File: src/rtl/instr_fetch.sv
// Instruction fetch stage: owns the PC, fetches one word at a time over a req/ready
// handshake, and holds the result in the instruction register until decode takes it.
// Redirects from the branch/jump unit flush wrong-path work. A misaligned redirect
// target parks the stage in an error state (after any in-flight request drains)
// until the next reset.
module instr_fetch #(
    parameter logic [31:0] RESET_PC = 32'h0000_0000
) (
    input  logic        clk,
    input  logic        rst_n,
    output logic        imem_req,
    output logic [31:0] imem_addr,
    input  logic        imem_ready,
    input  logic [31:0] imem_rdata,
    output logic        instr_valid,
    input  logic        instr_ready,
    output logic [31:0] instr,
    output logic [31:0] instr_pc,
    input  logic        redirect_valid,
    input  logic [31:0] redirect_pc,
    output logic        fetch_err
);

    localparam logic [2:0] StRstWait = 3'd0;
    localparam logic [2:0] StFetch   = 3'd1;
    localparam logic [2:0] StFlush   = 3'd2;
    localparam logic [2:0] StValid   = 3'd3;
    localparam logic [2:0] StErr     = 3'd4;

    localparam logic [31:0] Nop = 32'h0000_0013;

    logic [2:0]  state_q, state_d;
    logic [31:0] pc_q, pc_d;
    logic [31:0] pend_pc_q, pend_pc_d;
    logic        pend_err_q, pend_err_d;
    logic [31:0] instr_q, instr_d;
    logic [31:0] instr_pc_q, instr_pc_d;
    logic        redir_mis;

    assign redir_mis = redirect_valid && (redirect_pc[1:0] != 2'b00);

    // Next-state logic: PC sequencing, redirect capture and instruction register load.
    always_comb begin
        state_d    = state_q;
        pc_d       = pc_q;
        pend_pc_d  = pend_pc_q;
        pend_err_d = pend_err_q;
        instr_d    = instr_q;
        instr_pc_d = instr_pc_q;
        case (state_q)
            StRstWait: state_d = StFetch;
            StFetch: begin
                if (imem_ready) begin
                    if (redirect_valid) begin
                        // Returned word is wrong-path; refetch from the target.
                        pc_d    = redirect_pc;
                        state_d = redir_mis ? StErr : StFetch;
                    end else begin
                        instr_d    = imem_rdata;
                        instr_pc_d = pc_q;
                        pc_d       = pc_q + 32'd4;
                        state_d    = StValid;
                    end
                end else if (redirect_valid) begin
                    // Request cannot be withdrawn; remember the target and drain.
                    pend_pc_d  = redirect_pc;
                    pend_err_d = redir_mis;
                    state_d    = StFlush;
                end
            end
            StFlush: begin
                if (redirect_valid) begin
                    pend_pc_d  = redirect_pc;
                    pend_err_d = pend_err_q | redir_mis;
                end
                if (imem_ready) begin
                    pc_d    = redirect_valid ? redirect_pc : pend_pc_q;
                    state_d = (pend_err_q || redir_mis) ? StErr : StFetch;
                end
            end
            StValid: begin
                if (redirect_valid) begin
                    pc_d    = redirect_pc;
                    state_d = redir_mis ? StErr : StFetch;
                end else if (instr_ready) begin
                    state_d = StFetch;
                end
            end
            StErr:   state_d = StErr;
            default: state_d = StRstWait;
        endcase
    end

    // State registers with asynchronous active-low reset.
    always_ff @(posedge clk or negedge rst_n) begin
        if (!rst_n) begin
            state_q    <= StRstWait;
            pc_q       <= RESET_PC;
            pend_pc_q  <= 32'h0;
            pend_err_q <= 1'b0;
            instr_q    <= Nop;
            instr_pc_q <= 32'h0;
        end else begin
            state_q    <= state_d;
            pc_q       <= pc_d;
            pend_pc_q  <= pend_pc_d;
            pend_err_q <= pend_err_d;
            instr_q    <= instr_d;
            instr_pc_q <= instr_pc_d;
        end
    end

    // Outputs decoded from state and registers only; in FLUSH pc_q still holds the
    // address of the in-flight request, so imem_addr stays stable.
    always_comb begin
        imem_req    = (state_q == StFetch) || (state_q == StFlush);
        imem_addr   = pc_q;
        instr_valid = (state_q == StValid);
        fetch_err   = (state_q == StErr);
        instr       = instr_q;
        instr_pc    = instr_pc_q;
    end

endmodule

File: config.mk
export PLATFORM = sky130hd
export DESIGN_NAME = instr_fetch
export DESIGN_NICKNAME = d
export VERILOG_FILES = /design/src/rtl/instr_fetch.sv
export SDC_FILE = /design/constraint.sdc
export NUM_CORES = 1
export LEC_CHECK = 0
export BUFFER_PORTS_ARGS = -buffer_cell sky130_fd_sc_hd__buf_2
export CAP_MARGIN = 5
export CORE_MARGIN = 8
export CORE_UTILIZATION = 53
export DETAILED_ROUTE_END_ITERATION = 8
export GPL_TIMING_DRIVEN = 0
export HOLD_SLACK_MARGIN = 0.06
export PLACE_DENSITY = 0.8
export SLEW_MARGIN = 20
export SYNTH_ARGS = -nofsm -noshare
export SYNTH_HDL_FRONTEND = slang
export SYNTH_SLANG_ARGS = --single-unit
File: constraint.sdc
create_clock -name clk -period 2.2 [get_ports clk]
set_input_delay 0.66 -clock clk [delete_from_list [all_inputs] [get_ports clk]]
set_output_delay 0.66 -clock clk [all_outputs]
set_load 0.005 [all_outputs]
# Word level (Yosys, flattened, before mapping)
# Index checks and enable logic that the tools add are counted.
totals:
  reg_bits: 132
  in_bits: 69
  output_inout_bits: 99
  wordCells: 54
op_classes:
  n_addsub: 1
  eq_ne: 12
  muxes: 21
  n_bitwise: 2
  reduce_logical: 12
ops:
  columns: ["cell", "n"]
  rows:
  - ["32-bit two-way mux", 6]
  - ["32-bit case mux with 3 select lines", 1]
  - ["32-bit case mux with 2 select lines", 1]
  - ["32-bit by 3-bit adder with 32-bit output, second input constant", 1]
  - ["3-bit two-way mux", 8]
  - ["3-bit case mux with 5 select lines", 1]
  - ["2-bit != test, second input constant", 5]
  - ["4-bit AND reduction", 2]
  - ["3-bit by 2-bit == test with 1-bit output, second input constant", 2]
  - ["3-bit AND reduction", 2]
  - ["2-bit nonzero test", 2]
  - ["3-bit by 1-bit == test with 1-bit output, second input constant", 1]
  - ["3-bit == test, second input constant", 1]
  - ["3-bit logical NOT", 1]
  - ["1-bit two-way mux", 3]
  - ["3-bit by 1-bit != test with 1-bit output, second input constant", 1]
  - ["3-bit != test, second input constant", 1]
  - ["3-bit nonzero test", 1]
  - ["1-bit logical OR", 2]
  - ["2-bit by 1-bit != test with 1-bit output, second input constant", 1]
  - ["1-bit case mux with 2 select lines", 1]
  - ["2-bit AND reduction", 1]
  - ["1-bit logical AND", 1]
  - ["1-bit inverter", 1]
  - ["1-bit OR", 1]

# Longest topological paths before layout
# Gate-level depths: netlist of run 1.
logic_depth:
  ltp_word: 6
  mapped_depth: 8
  depth_no_buf: 6

# Worst setup path before layout of run 1
# OpenSTA, ideal clock, no wires.
synth_path:
  kind: "input to register"
  from: "in redirect_valid"
  to: "reg pend_pc_q[27]"
  setup_ns: 0.127
  arrival_time_ns: 1.844
  required_ns: 2.073
  path_slack_ns: 0.228
  stages: 6
  path_buffers: 3
  cell_sequence: "buf_2 clkinv_1 or2_1 buf_2 buf_6 mux2_1"
synth_between:
  elab_chain_cells: 3
synth_lines:
  columns: ["item", "line", "text"]
  rows:
  - ["from (decl)", "19", "input logic redirect_valid,"]
  - ["32-bit two-way mux (*)", null, null]
  - ["32-bit two-way mux", null, null]
  - ["32-bit case mux with 2 select lines (*)", null, null]
  - ["to (signal assigned)", "106", "pend_pc_q <= pend_pc_d;"]
  - ["to (decl)", "34", "logic [31:0] pend_pc_q, pend_pc_d;"]
# Mark *: on every way between the ends. The rest lies on a longest branch, timed or not. The select of a mux whose other input is x is not followed.
# A chain may end at the register's enable or synchronous reset.

# Worst setup path after layout of run 1
layout_path:
  from: "reg state_q[0]"
  to: "out fetch_err"
layout_between:
  elab_chain_cells: 1
layout_lines:
  columns: ["item", "line", "text"]
  rows:
  - ["from (decl)", "32", "logic [2:0] state_q, state_d;"]
  - ["from (signal assigned)", "97", "state_q <= StRstWait;"]
  - ["from (signal assigned)", "104", "state_q <= state_d;"]
  - ["3-bit == test", "119", "fetch_err = (state_q == StErr);"]
  - ["to (decl)", "21", "output logic fetch_err"]
# Every way passes these cells.

==> reports/qor.txt, run 1 <==
status: finished, final reports clean
Final ANT Viol Nets: 0
Starting Density: 53.7%
Cell variety after synth: 66
Hold Buf Count CTS: 0
routed vias/inst: 6.20
initial antenna violation count: 2
startpoint type of the worst setup path: register
final std cells w/o fill: 902
R2R setup slack: 100 ps
total track usage: 24.2%
Synth top area share: 50.4%
syn_area_per_cell: 11.7 µm²
die width: 126 µm
Setup CP Type: reg -> out
Tot Pwr: 0.0124 W
YS warnings: 0
#FFs+latches synth: 132
worst hold margin: 162 ps
Final HPWL DP: 13500 µm
root buffer cell: clkbuf_16
core area: 0.0119 mm²
CP arrival: 1540 ps
R2R depth: 6
Reg-to-Reg Start: state_q[0]
area grow syn2layout: 27.9%
most frequent cells after synthesis: 129 x dfrtp_1, 90 x mux2_2, 34 x o21ai_0
die area: 0.0159 mm²
prevailing post-synth register cell: dfrtp_1
Hold Path Class: in -> async
RSZ-0062 raised after global routing: yes
Rows: 40
first-pass iteration count of the detailed router: 6
via count: 5589
total CTS buffers: 17
P per Cell Area: 1510 mW/mm²
DRC: 0
Routed WL: 19200 µm
placed instance area: 0.00745 mm²
reg2reg end: imem_addr[10]
Reg clk slew, reported paths: 50 ps
global-route wire length before repair: 30400 µm
worst vdd ir: 0.000824 V
Leakage: 3.77 nW
buffers added on ports: 166
I/O pin count: 168
Max Root-Sink Buffers: 2
sequential fraction of the synthesis area: 51.7%
Clk Latency, worst-skew pair: 430 ps
Cell Chain, Critical Path: buf_6 > buf_8 > buf_8 > nor3_4 > buf_2
Async S/R FF share, synth: 100%
Synth Net Count: 619
Clock Skews: 8.60 ps
vias in the first global route: 5975
Worst Max-Slew Pin Slew: 1050 ps
Most Frequent Cell on Critical Path: buf_8
grt total ovfl: 0
# setup viols final: 0
Syn Std Cell Area: 0.00640 mm²
Rel. slew slack: 29.3%
Crit Path Max Fanout: 8
placed cells: 863
Hold Fails Final Rpt: 0
Final nets: 812
layout cells sized above 1: 46.4%
required time of the critical path: 1540 ps
Post-Synthesis Cells: 549
number of synthesized flops with an enable pin: 0
max_cap viols: 0
H-tree depth reported by CTS: 4
GPL Wtd Cong: 0.895
Routed wire per std cell: 21.3 µm
top cells by area, synth: dfrtp_1 50%, mux2_2 16%, o21ai_0 2.7%, buf_2 2.0%, a21oi_1 2.0%
Tmin final: 2200 ps
Max Freq: 455 MHz
max-slew violations: 0
largest net degree at the start of global routing: 71
count leader, synth: dfrtp_1
Slowest-stage cell, CP: dfrtp_1
die span in y: 126 µm
CP endpoint kind: output port
Initial DRC Count: 541
Final period util: 99.9%
Clock Sinks: 132
Yosys top cell by area: dfrtp_1
Design Area, Final: 0.00819 mm²
TritonCTS clock tree: yes
CP max stage delay: 370 ps
sequential cells by signal, indices dropped and copies added (netlist names):
signal,cells
instr_pc,32
state_q,3
pend_pc_q,32
instr,32
pend_err_q,1
imem_addr,32
routing by layer:
metal	vias up	global-route usage, %	share of wire (%)
met5	-	0	0.068
met4	2	11.2	2.6
met3	56	9.41	9.8
met2	310	40.3	51
met1	2766	26.8	37
li1	2455	-	-
per-stage QoR:
| step | worst slack, ps | util, % | TNS, ps |
|---|---|---|---|
| after floorplan | 228 | - | 0 |
| after global placement | -1230 | 62.3 | -171410 |
| after detailed placement | -362 | 62.6 | -15210 |
| after CTS | 17.6 | 67.8 | 0 |
| after global routing | -50.1 | 68.8 | -50.1 |
| final | 1.84 | 68.8 | 0 |
final cells by class:
type	count	area [µm²]
fillers	904	3720
flip-flops and latches	132	3310
multi-input cells	372	2910
repair buffers	175	926
clock buffers	23	488
plain buffers	38	246
well taps	147	184
clock inverters	8	100
inverters	6	22.5
diodes	1	2.50
worst max path at each step:
stage / startpoint / endpoint / slack [ps] / depth (start not counted)
after floorplan: redirect_valid / pend_pc_q[27] / 230 / 6
after global placement: rst_n / instr_pc[28] / -1230 / 1
after detailed placement: redirect_valid / imem_addr[14] / -360 / 7
after CTS: state_q[1] / instr_valid / 20 / 4
after global routing: state_q[0] / fetch_err / -50 / 5
final: state_q[0] / fetch_err / 2 / 5
report_power, final:
| part | leakage, nW | switching [W] | internal (W) | total [W] |
|---|---|---|---|---|
| clock network | 0.277 | 0.00104 | 0.00178 | 0.00281 |
| registers | 1.58 | 0.000973 | 0.00365 | 0.00463 |
| logic | 1.91 | 0.00248 | 0.00245 | 0.00493 |
| total | 3.77 | 0.00449 | 0.00788 | 0.0124 |
layout by cell type (no fill, tap or decap), types with 5 or more instances in the layout:
cell type / instances
dfrtp_1: 128
nor2_1: 22
o21ai_0: 34
buf_2: 180
nor3_1: 10
a31oi_1: 9
mux2_1: 5
nand4_1: 10
clkbuf_4: 6
o22ai_1: 10
clkbuf_1: 8
a22oi_1: 10
a211o_1: 5
inv_1: 5
clkbuf_16: 17
buf_4: 9
nand3_1: 8
o31a_1: 5
and3_1: 11
xnor2_1: 6
mux2i_1: 8
a21oi_1: 25
mux2_2: 90
o21ai_1: 5
nand2_1: 25
cells by family (layout without fill, tap and decap cells):
family	count (synthesis)	in the layout	synth area share, %
muxes	104	104	18.2
and+or+nand+nor	122	122	11.4
AOI/OAI and AO/OA	138	138	14.1
buffers and inverters	45	250	3.50
xor gates and xnor gates	7	7	0.958
other	0	1	0
DFF	132	132	51.7
adders and majority gates	1	1	0.195
worst max-delay path: cells and delay by family (launching register included):
family	cells	cell delay [ps]
buffers and inverters	4	540
DFF	1	370
and+or+nand+nor	1	200
repair_timing:
item	in CTS	in global routing
pin swaps	1	2
hold endpoints to repair	0	0
gates resized for setup	11	20
setup buffers	0	8
setup endpoints to repair	41	62
Power figures use the tool's default switching activity.
==> inputs of run 2 (changes only) <==
--- a/config.mk
+++ b/config.mk
@@ -8,11 +8,10 @@
 export BUFFER_PORTS_ARGS = -buffer_cell sky130_fd_sc_hd__buf_2
 export CAP_MARGIN = 5
 export CORE_MARGIN = 8
-export CORE_UTILIZATION = 53
+export CORE_UTILIZATION = 33
 export DETAILED_ROUTE_END_ITERATION = 8
 export GPL_TIMING_DRIVEN = 0
 export HOLD_SLACK_MARGIN = 0.06
-export PLACE_DENSITY = 0.8
 export SLEW_MARGIN = 20
 export SYNTH_ARGS = -nofsm -noshare
 export SYNTH_HDL_FRONTEND = slang
==> run 2 against run 1 <==
Sequential share of layout area is 0.70 points lower. Sequential power is 1% lower. Global-route usage is 7.9 points lower. Non-clock buffer count is 1 lower. Total power is 0.35% lower. Highest routed layer unchanged. Largest cell class unchanged.
==> reports/qor.txt, run 2 (synthesized netlist as in run 1, its figures left out) <==
Leakage: 3.77 nW (+0.11%)
largest net degree at the start of global routing: 81 (+14%)
die area: 0.0241 mm² (+52%)
I/O pin count: 168 (unchanged)
area grow syn2layout: 30.2%
grt total ovfl: 0 (unchanged)
RSZ-0062 raised after global routing: yes
Final HPWL DP: 14300 µm (+5.8%)
Routed WL: 19800 µm (+3.2%)
core area: 0.0193 mm² (+62%)
Reg clk slew, reported paths: 60 ps (about the same)
Slowest-stage cell, CP: dfrtp_1
R2R depth: 9 (+3)
most frequent cells in the layout: 179 x buf_2, 128 x dfrtp_1, 90 x mux2_2
Clock Skews: 7.69 ps (-0.909 ps)
Clk Latency, worst-skew pair: 420 ps (about the same)
Starting Density: 33.2% (-21 points)
required time of the critical path: 1540 ps (about the same)
Routed wire per std cell: 19.4 µm (-8.7%)
vias in the first global route: 5208 (-13%)
via count: 5356 (-4.2%)
max-slew violations: 0 (unchanged)
Final nets: 811 (-0.12%)
die width: 155 µm (+23%)
Clock Sinks: 132 (unchanged)
GPL Wtd Cong: 0.817 (-8.6%)
Hold Fails Final Rpt: 0 (unchanged)
Crit Path Max Fanout: 7 (-1)
Design Area, Final: 0.00834 mm² (+1.8%)
Max Root-Sink Buffers: 2 (unchanged)
total track usage: 16.3% (-7.9 points)
status: finished, final reports clean
global-route wire length before repair: 30300 µm (about the same)
Setup CP Type: reg -> out
reg2reg end: pend_pc_q[27]
Tot Pwr: 0.0123 W (-0.35%)
CP arrival: 1500 ps (-40 ps)
Initial DRC Count: 439 (-19%)
# setup viols final: 0 (unchanged)
layout cells sized above 1: 46.4% (unchanged)
routed vias/inst: 5.26 (-15%)
max_cap viols: 0 (unchanged)
first-pass iteration count of the detailed router: 6 (unchanged)
root buffer cell: clkbuf_16
TritonCTS clock tree: yes
Final ANT Viol Nets: 0 (unchanged)
H-tree depth reported by CTS: 4 (unchanged)
Hold Buf Count CTS: 0 (unchanged)
Worst Max-Slew Pin Slew: 840 ps (-212 ps)
DRC: 0 (unchanged)
Max Freq: 462 MHz (+1.6%)
buffers added on ports: 166 (unchanged)
Rows: 51 (+28%)
Cell Chain, Critical Path: buf_6 > buf_8 > buf_8 > nor3_4 > buf_2
Most Frequent Cell on Critical Path: buf_8
die span in y: 155 µm (+23%)
CP max stage delay: 370 ps (about the same)
placed instance area: 0.00761 mm² (+2.0%)
Hold Path Class: in -> async
P per Cell Area: 1480 mW/mm² (-2.1%)
Tmin final: 2160 ps (-35.2 ps)
total CTS buffers: 17 (unchanged)
Rel. slew slack: 43.7% (+14 points)
CP endpoint kind: output port
startpoint type of the worst setup path: register
most common cell after layout, fill and taps aside: buf_2
Setup Total Neg Slack: 0 ps (unchanged)
initial antenna violation count: 2 (unchanged)
Reg-to-Reg Start: state_q[0]
n_diodes: 0 (-1)
R2R setup slack: 80 ps (-20 ps)
worst vdd ir: 0.000661 V (-20%)
Final period util: 98.3% (-1.6 points)
## run 2: final cells by class
class,instances,area (µm²)
buffer,38,249
clock buffer,20,447
clock inverter,12,154
timing repair buffer,174,921
fill,1898,10900
inverter,6,22.5
multi-input combinational,372,2900
sequential,132,3310
tap,265,332
## run 2: repair_timing
| item | CTS | global route |
|---|---|---|
| buffers inserted | 0 | 7 |
| hold endpoints to repair | 0 | 0 |
| pin swaps | 1 | 2 |
| gates resized for setup | 14 | 16 |
| endpoints found under the setup margin | 41 | 50 |
## run 2: per-stage QoR
stage	worst slack, ps	utilization [%]	cells	hold WS [ps]
5_1_grt	-19.7	43.3	1019	283
3_5_place_dp	-433	39.5	981	483
6_report	37.1	43.3	1019	239
3_3_place_gp	-1510	39.3	980	475
4_1_cts	-4.89	42.8	1012	257
2_1_floorplan	228	-	549	364
## run 2: metal layers
| layer | up-vias | share of wire, % | GRT usage [%] | wire length [µm] |
|---|---|---|---|---|
| li1 | 2449 | - | - | - |
| met3 | 22 | 7.3 | 4.97 | 1450 |
| met5 | - | 0.12 | 0 | 23 |
| met4 | 4 | 1.3 | 4.62 | 250 |
| met2 | 185 | 49 | 26.5 | 9630 |
| met1 | 2696 | 43 | 20.6 | 8430 |
## run 2: worst max-delay path, delay by kind of cell (launching register included)
family | cells | cell delay, ps
flops | 1 | 370
buf+inv | 4 | 520
simple gates | 1 | 190
## run 2: worst max-delay path by stage
stage | cells past startpoint | slack [ps] | start | endpoint
floorplan | 6 | 230 | redirect_valid | pend_pc_q[27]
global placement | 1 | -1510 | rst_n | instr[29]
detailed placement | 7 | -430 | redirect_valid | imem_addr[22]
CTS | 5 | -5 | state_q[0] | fetch_err
global route | 5 | -20 | state_q[0] | fetch_err
finish | 5 | 40 | state_q[0] | fetch_err
## run 2: power by group
part	internal, W	switching (W)	leakage [nW]
registers	0.00365	0.000928	1.58
clock network	0.00181	0.00109	0.287
logic	0.00244	0.00240	1.91
==> inputs of run 3 (changes only) <==
--- a/config.mk
+++ b/config.mk
@@ -5,6 +5,7 @@
 export SDC_FILE = /design/constraint.sdc
 export NUM_CORES = 1
 export LEC_CHECK = 0
+export ABC_AREA = 1
 export BUFFER_PORTS_ARGS = -buffer_cell sky130_fd_sc_hd__buf_2
 export CAP_MARGIN = 5
 export CORE_MARGIN = 8
==> run 3 against run 2 <==
Utilization decreased by 0.21 points. Clock power increased by 4%. Sequential share of layout area decreased by 1.8 points. Register-to-register slack improved by 130 ps. Non-clock buffer count decreased by 2. Synthesized cell count increased by 57%. Final cell count increased by 31%. Combinational power increased by 12%. Routed wire length increased by 12%. Clock skew about the same. Largest cell class unchanged. Largest power group unchanged.
==> reports/qor.txt, run 3 <==
Reg clk slew, reported paths: 60 ps (about the same)
R2R setup slack: 210 ps (+130 ps)
Clk pwr share: 23.3% (-0.3 points)
die area: 0.0257 mm² (+6.5%)
Hold Path Class: in -> async
prevailing post-synth register cell: dfrtp_1
die width: 160 µm (+3.2%)
Synth top area share: 47.0% (-3.4 points)
Layout fillers: 2050 (+8.0%)
GPL Wtd Cong: 0.827 (+1.2%)
count leader, synth: nand2_1
RSZ-0062 raised after global routing: no
Tmin final: 2070 ps (-89.3 ps)
number of synthesized flops with an enable pin: 0 (unchanged)
Hold Fails Final Rpt: 0 (unchanged)
CP endpoint kind: output port
Final nets: 1122 (+38%)
Clk Latency, worst-skew pair: 420 ps (about the same)
metal2 WL: 10600 µm (+10%)
via count: 6457 (+21%)
most frequent cells after synthesis: 250 x nand2_1, 129 x dfrtp_1, 101 x o21ai_0
Max Root-Sink Buffers: 2 (unchanged)
Synth Net Count: 932 (+51%)
YS warnings: 0 (unchanged)
total CTS buffers: 17 (unchanged)
Routed WL: 22100 µm (+12%)
CP arrival: 1410 ps (-90 ps)
setup ws final: 126 ps (+89.3 ps)
Initial DRC Count: 390 (-11%)
layout cells sized above 1: 25.9% (-21 points)
Async S/R FF share, synth: 100% (unchanged)
# setup viols final: 0 (unchanged)
final std cells w/o fill: 1335 (+31%)
area of the multi-input gates: 0.00307 mm² (+5.9%)
Rows: 52 (+2.0%)
#FFs+latches synth: 132 (unchanged)
Post-Synthesis Cells: 862 (+57%)
worst vdd ir: 0.000523 V (-21%)
Crit Path Max Fanout: 6 (-1)
root buffer cell: clkbuf_16
most common cell after layout, fill and taps aside: nand2_1
Cell variety after synth: 36 (-45%)
M1 WL: 9410 µm (+12%)
top sig layer: met5
largest net degree at the start of global routing: 86 (+6.2%)
Final period util: 94.3% (-4.1 points)
placed cells: 1300 (+33%)
metal3 WL: 1510 µm (+4.7%)
CTS resizes: 0 (-14)
n_diodes: 0 (unchanged)
Pint: 0.00779 W (-1.4%)
vias in the first global route: 6421 (+23%)
P per Cell Area: 1480 mW/mm² (+0.28%)
first-pass iteration count of the detailed router: 6 (unchanged)
max_cap viols: 0 (unchanged)
Final ANT Viol Nets: 0 (unchanged)
Rel. slew slack: 62.2% (+19 points)
Max Freq: 482 MHz (+4.3%)
sw frac: 39.8% (+4.0 points)
Seq. cell area: 0.00331 mm² (about the same)
area grow syn2layout: 27.3%
Routed wire per std cell: 16.5 µm (-15%)
Post-Place Setup Slack: -72.8 ps (+360 ps)
Worst Max-Slew Pin Slew: 566 ps (-273 ps)
startpoint type of the worst setup path: register
I/O pin count: 168 (unchanged)
core area: 0.0203 mm² (+5.3%)
sequential fraction of the synthesis area: 48.2% (-3.5 points)
status: finished, final reports clean
Final HPWL DP: 17100 µm (+20%)
top cells by area, synth: dfrtp_1 47%, nand2_1 14%, o21ai_0 7.4%, mux2_2 4.9%, nor2_1 4.9%
max-slew violations: 0 (unchanged)
Syn Std Cell Area: 0.00687 mm² (+7.2%)
Clock Sinks: 132 (unchanged)
most frequent cells in the layout: 250 x nand2_1, 186 x buf_2, 129 x dfrtp_1
syn_area_per_cell: 7.96 µm² (-32%)
Setup Total Neg Slack: 0 ps (unchanged)
H-tree depth reported by CTS: 4 (unchanged)
Net Sw Power: 0.00516 W (+17%)
global-route wire length before repair: 35400 µm (+17%)
Clock Skews: 8.08 ps (+0.392 ps)
required time of the critical path: 1540 ps (about the same)
Starting Density: 33.8% (+0.60 points)
die span in y: 160 µm (+3.2%)
Hold Buf Count CTS: 0 (unchanged)
Yosys top cell by area: dfrtp_1
TritonCTS clock tree: yes
DRC: 0 (unchanged)
grt total ovfl: 0 (unchanged)
Setup CP Type: reg -> out
initial antenna violation count: 7 (+5)
buffers added on ports: 167 (+0.60%)
Flop pwr share: 34.8% (-2.4 points)
Gate power share: 41.9% (+2.6 points)
routed vias/inst: 4.84 (-8.0%)
total track usage: 17.4% (+1.1 points)
Leakage: 4.39 nW (+16%)
-- run 3: cell types whose count changed after synthesis, sizes merged, moves of 14 or more --
cell,change
a22o,+16
inv,+72
mux2,-56
nand2,+227
nand3,+21
nor2,+74
nor3,-14
o21ai,+69
-- run 3: logic make-up after synthesis --
family,after synthesis,share of synthesized area (%)
AO/OA/AOI/OAI,178,14.7
XOR/XNOR,5,0.638
adder cells (fa/ha/maj),1,0.182
buffers and inverters,117,7.07
flip-flops,132,48.2
multiplexers,40,6.56
AND/OR/NAND/NOR,389,22.7
-- run 3: layout make-up --
class	count	share of cell area, %
inverter	78	3.38
clock inverter	12	2.03
clock buffer	20	5.23
multi-input combinational	613	35.2
timing repair buffer	172	10.3
tap	270	3.87
buffer	38	2.13
sequential	132	37.8
-- run 3: layer usage --
metal,up-vias,global-route usage (%)
li1,3208,-
met3,42,5.09
met4,14,6.50
met2,190,29.4
met5,-,0
met1,3003,20.4
-- run 3: per-stage QoR --
| stage | hold slack, ps | area [µm²] | utilization, % | total power (W) |
|---|---|---|---|---|
| detailed placement | 467 | 8080 | 39.8 | 0.00996 |
| global placement | 462 | 8040 | 39.6 | 0.00985 |
| floorplan | 364 | 6870 | - | 0.00765 |
| global route | 139 | 8740 | 43.0 | 0.0141 |
| CTS | 131 | 8720 | 43.0 | 0.0131 |
| finish | 124 | 8740 | 43.0 | 0.0130 |
-- run 3: final timing paths --
check / to / depth (start not counted) / start
max in group asynchronous: instr[4] / 2 / rst_n
hold reg to reg: instr_pc[23] / 2 / instr_pc[23]
setup reg to reg: instr_pc[28] / 8 / state_q[1]
min in group clk: instr[16] / 2 / imem_rdata[16]
setup / recovery: imem_req / 6 / state_q[2]
hold / removal: instr_pc[1] / 1 / rst_n
-- run 3: worst max-delay path, stage by stage, from the launching register on --
cell	delay [ps]
dfrtp_1	390
inv_2	100
nand2_2	120
nor2_4	140
inv_1	60
nand2_1	60
buf_2	120
-- run 3: power groups by stage --
stage | clock network (W) | logic, W | registers [W]
floorplan | 0 | 0.00320 | 0.00445
finish | 0.00302 | 0.00542 | 0.00451
global placement | 0 | 0.00536 | 0.00450
detailed placement | 0 | 0.00542 | 0.00455
global route | 0.00320 | 0.00617 | 0.00468
CTS | 0.00309 | 0.00548 | 0.00451
-- run 3: repair_timing --
action	4_1_cts	5_1_grt
buffers inserted	2	2
pin swaps	1	1
endpoints found under the setup margin	1	1
endpoints found under the hold margin	0	0
